$ cat config.mk
export PLATFORM = sky130hd
export DESIGN_NAME = alu_arbiter
export DESIGN_NICKNAME = d
export VERILOG_FILES = /design/src/rtl/alu_arbiter.sv
export SDC_FILE = /design/constraint.sdc
export NUM_CORES = 1
export LEC_CHECK = 0
export BUFFER_PORTS_ARGS = -buffer_cell sky130_fd_sc_hd__buf_2
export CAP_MARGIN = 0
export CORE_AREA = 2 2 109 111
export CTS_BUF_LIST = sky130_fd_sc_hd__clkbuf_16
export DETAILED_ROUTE_END_ITERATION = 10
export DIE_AREA = 0 0 111 113
export PLACE_DENSITY = 0.61
export SYNTH_ARGS = -nofsm -noshare
export SYNTH_HDL_FRONTEND = slang
export SYNTH_SLANG_ARGS = --single-unit
$ cat constraint.sdc
create_clock -name clk -period 1.3 [get_ports clk]
set_input_delay 0.195 -clock clk [delete_from_list [all_inputs] [get_ports clk]]
set_output_delay 0.195 -clock clk [all_outputs]
set_load 0.03 [all_outputs]
$ cat src/rtl/alu_arbiter.sv
// Two-requester round-robin front end for a shared combinational ALU, with a
// single-entry response register that sustains one operation per cycle.
module alu_arbiter #(
  parameter int unsigned DWIDTH = 32
) (
  input  logic              clk,
  input  logic              rst,
  input  logic              req0_valid,
  output logic              req0_ready,
  input  logic [3:0]        req0_sel,
  input  logic [DWIDTH-1:0] req0_rs1,
  input  logic [DWIDTH-1:0] req0_rs2,
  input  logic              req1_valid,
  output logic              req1_ready,
  input  logic [3:0]        req1_sel,
  input  logic [DWIDTH-1:0] req1_rs1,
  input  logic [DWIDTH-1:0] req1_rs2,
  output logic [3:0]        alu_sel,
  output logic [DWIDTH-1:0] alu_rs1,
  output logic [DWIDTH-1:0] alu_rs2,
  input  logic [DWIDTH-1:0] alu_out,
  output logic              rsp_valid,
  input  logic              rsp_ready,
  output logic              rsp_id,
  output logic [DWIDTH-1:0] rsp_data,
  output logic              rsp_err
);

  typedef enum logic [0:0] {StEmpty, StFull} state_e;

  state_e            state_q, state_d;
  logic              last_grant_q, last_grant_d;
  logic              rsp_id_q, rsp_id_d;
  logic [DWIDTH-1:0] rsp_data_q, rsp_data_d;
  logic              rsp_err_q, rsp_err_d;

  logic can_accept;
  logic any_valid;
  logic win_idx;
  logic grant;
  logic sel_legal;

  // The round-robin pointer only matters when both requesters contend.
  always_comb begin
    can_accept = (state_q == StEmpty) | (rsp_valid & rsp_ready);
    any_valid  = req0_valid | req1_valid;
    if (req0_valid && req1_valid) begin
      win_idx = ~last_grant_q;
    end else begin
      win_idx = req1_valid;
    end
    grant      = any_valid & can_accept & ~rst;
    req0_ready = grant & ~win_idx;
    req1_ready = grant & win_idx;
  end

  always_comb begin
    alu_sel = '0;
    alu_rs1 = '0;
    alu_rs2 = '0;
    if (any_valid) begin
      if (win_idx) begin
        alu_sel = req1_sel;
        alu_rs1 = req1_rs1;
        alu_rs2 = req1_rs2;
      end else begin
        alu_sel = req0_sel;
        alu_rs1 = req0_rs1;
        alu_rs2 = req0_rs2;
      end
    end
  end

  always_comb begin
    case (alu_sel)
      4'b0000, 4'b0001, 4'b0010, 4'b0100, 4'b0110,
      4'b1000, 4'b1010, 4'b1011, 4'b1100, 4'b1110: sel_legal = 1'b1;
      default:                                     sel_legal = 1'b0;
    endcase
  end

  // A grant always reloads the register, whether or not it is draining.
  always_comb begin
    state_d      = state_q;
    last_grant_d = last_grant_q;
    rsp_id_d     = rsp_id_q;
    rsp_data_d   = rsp_data_q;
    rsp_err_d    = rsp_err_q;
    if (grant) begin
      state_d      = StFull;
      last_grant_d = win_idx;
      rsp_id_d     = win_idx;
      rsp_data_d   = alu_out;
      rsp_err_d    = ~sel_legal;
    end else if (rsp_valid && rsp_ready) begin
      state_d = StEmpty;
    end
  end

  always_ff @(posedge clk) begin
    if (rst) begin
      state_q      <= StEmpty;
      last_grant_q <= 1'b1;
      rsp_id_q     <= 1'b0;
      rsp_data_q   <= '0;
      rsp_err_q    <= 1'b0;
    end else begin
      state_q      <= state_d;
      last_grant_q <= last_grant_d;
      rsp_id_q     <= rsp_id_d;
      rsp_data_q   <= rsp_data_d;
      rsp_err_q    <= rsp_err_d;
    end
  end

  assign rsp_valid = (state_q == StFull);
  assign rsp_id    = rsp_id_q;
  assign rsp_data  = rsp_data_q;
  assign rsp_err   = rsp_err_q;

endmodule

==> results.tsv <==
stage	metric	value	unit
outcome	status	complete, but fails checks	
outcome	failing checks	setup timing	
timing	slew margin rel.	68.5	%
route	Post-Route WL	10700	µm
timing	Tcrit/Tclk final	127	%
worst_setup_path	most frequent cell on the critical path	buf_12	
timing	Final min period	1.66	ns
synth	asr flop ratio synth	0	%
finish	share of layout cells above drive strength 1	70.3	%
finish	non-filler cells, final	753	
clock_tree	H-Tree Depth	2	
placed_design	Detail Placement HPWL	8160	µm
run	Max-Cap Viols	0	
timing	Least-Margin Pin Slew	0.472	ns
synth	Primary FF master, synth	dfxtp_1	
die	Initial Utilization	18.8	%
timing	clk_skew	0.00479	ns
global_routing	met2 Use GR	29.4	%
timing	RSZ-0062 raised after global routing	yes	
clock_tree	Max clock buf depth	2	
die	IO Pins	278	
global_routing	most used routing layer	met2	
synth	Post-Syn Instances	309	
synth	flop and latch count out of synthesis	36	
synth	Post-Syn Nets	482	
timing	Final TNS setup	-22.58	ns
finish	number of diodes	0	
die	Die Y	113	µm
route	routed len/inst	14.3	µm
finish	Final Net Count	782	
die	core area	11300	µm²
route	Via-to-Cell Ratio	4.44	
route	DRT antenna net count	0	
worst_setup_path	crit path kind	flop to output pin	
timing	Final Setup Violations	71	
timing	final hold violation count	0	
finish	highest-count cells in the layout ignoring fill and taps	buf_2 (208), nand2_1 (104), buf_4 (54)	
clock_tree	CTS root buf	clkbuf_16	
global_routing	grt ovf	0	
global_routing	first-pass GRT wire length	16500	µm
global_routing	initial antenna violation count	0	
global_routing	grt met1 use	18.7	%
clock_tree	clock sinks	36	
power	Peak VDD IR	1000	µV
worst_setup_path	Critical Path RT	1.11	ns
global_routing	largest net degree at the start of global routing	50	
placed_design	routability cong.	0.848	
placed_design	IO buf count	277	
global_routing	vias in the first global route	3327	
synth	Seq/Total Area, Yosys	34.0	%
die	Die W	111	µm
synth	Synth Cell Area	2120	µm²
die	row cnt	39	
worst_setup_path	CP Max Fanout	18	
route	first drt pass iteration count	4	
timing	Max Freq	603	MHz
clock_tree	Num CTS Buffers	5	
worst_setup_path	CP max stage delay	0.34	ns
worst_setup_path	critical-path cell list	a21boi_4 -> buf_12 -> buf_12 -> buf_4 -> o21ai_4 -> buf_6	
placed_design	DP Cell Count	736	
clock_tree	Clock transition at path regs	0.06	ns
synth	Unique masters post-synth	25	
global_routing	Tot GR Track Use	15.8	%
power	Pwr Total	4710	µW
synth	Syn. warnings	0	
worst_setup_path	Critical-path top delay cell	dfxtp_2	
synth	Synth Area per Inst	6.87	µm²
route	vias	3340	
route	initial DRC count	116	
finish	Filler cells	1083	
synth	EDFF count, synth	0	
worst_setup_path	arrival time worst endpoint	1.46	ns
timing	fin. max-slew vios	0	
placed_design	Cell Area, Placed	4520	µm²
clock_tree	worst-skew pair later-pin latency	0.28	ns
worst_setup_path	Worst Setup End Kind	output pin	
timing	PnR worst setup slack	-0.357	ns
worst_setup_path	Bufs and invs on worst path	4	
route	# DRC	0	
worst_hold_path	Hold WC Path Type	primary input to flop	
finish	most common cell after layout, fill and taps aside	buf_2	
finish	synthesis-to-layout area growth	143	%
worst_setup_path	Crit path max-delay family	buffers and inverters	
placed_design	pre-CTS setup slack	-0.222	ns
power	PD cells	913	nW/µm²
global_routing	met3 GRT Util	3.27	%
worst_setup_path	startpoint types	flop	
clock_tree	# hold bufs at CTS	0	
clock_tree	CTS tree	done	
finish	Post-Layout Inst Area	5150	µm²
power	Leakage	0.00269	µW
die	full die area	12500	µm²
layout make-up:
type / count / area (µm²) / share of cell area (%)
inverters: 1 / 3.75 / 0.0728
clock buffers: 5 / 125 / 2.43
well taps: 143 / 179 / 3.47
multi-input cells: 243 / 1870 / 36.2
flip-flops and latches: 36 / 723 / 14.0
clock inverters: 3 / 13.8 / 0.267
repair buffers: 322 / 2240 / 43.5
cell usage after synthesis, types with 2 or more instances:
cell | count | area (µm²)
nor2_1 | 2 | 7.51
nand2_1 | 128 | 480
a32o_1 | 4 | 40.0
a22o_1 | 32 | 280
o21ai_0 | 64 | 320
buf_4 | 7 | 52.6
dfxtp_1 | 36 | 721
clkbuf_1 | 12 | 45.0
buf_2 | 8 | 40.0
power breakdown:
group / internal [µW] / switching (µW) / total (µW) / leakage [µW]
Combinational: 1030 / 1310 / 2330 / 0.00232
Clock: 695 / 440 / 1140 / 0.0000710
Sequential: 1190 / 47.3 / 1240 / 0.000298
Total: 2910 / 1800 / 4710 / 0.00269
timing repair:
| action | in CTS | in global routing |
|---|---|---|
| gates resized for setup | 121 | 4 |
| cloned | 1 | 1 |
| setup buffers | 7 | 0 |
| pin swaps | 5 | 3 |
| endpoints found under the setup margin | 71 | 80 |
metrics by stage:
stage / utilization (%) / hold slack (ns)
floorplan: - / 0.260
global placement: 40.1 / 0.411
detailed placement: 40.1 / 0.419
CTS: 45.4 / 0.125
global route: 45.7 / 0.123
finish: 45.7 / 0.129
sequential cells by signal, summed over array words and instances, names as in the netlist:
register,count
rsp_data,32
last_grant_q,1
rsp_err,1
rsp_valid,1
rsp_id,1
kinds of logic after synthesis:
group | Yosys count | synth area share, %
AO/OA/AOI/OAI | 106 | 33.1
XOR/XNOR | 1 | 0.413
buffers and inverters | 30 | 7.37
flip-flops | 36 | 34.0
AND/OR/NAND/NOR | 136 | 25.2
worst paths after layout:
kind	slack (ns)	endpoint	from	cells after the start
max	-0.36	alu_rs1[0]	last_grant_q$_SDFFE_PP1P_	6
min	0.13	rsp_data[0]$_SDFFE_PP0P_	alu_out[0]	2
max reg2reg	-0.31	rsp_err$_SDFFE_PP0P_	last_grant_q$_SDFFE_PP1P_	7
min reg2reg	0.46	rsp_id$_SDFFE_PP0P_	rsp_id$_SDFFE_PP0P_	1
routing by layer:
layer / vias up / part of all wire (%)
met4: 0 / 1.7
met5: - / 0
met1: 1485 / 39
met2: 178 / 52
li1: 1662 / -
met3: 15 / 7.4
Note: power is estimated with default switching activity, not from simulation.
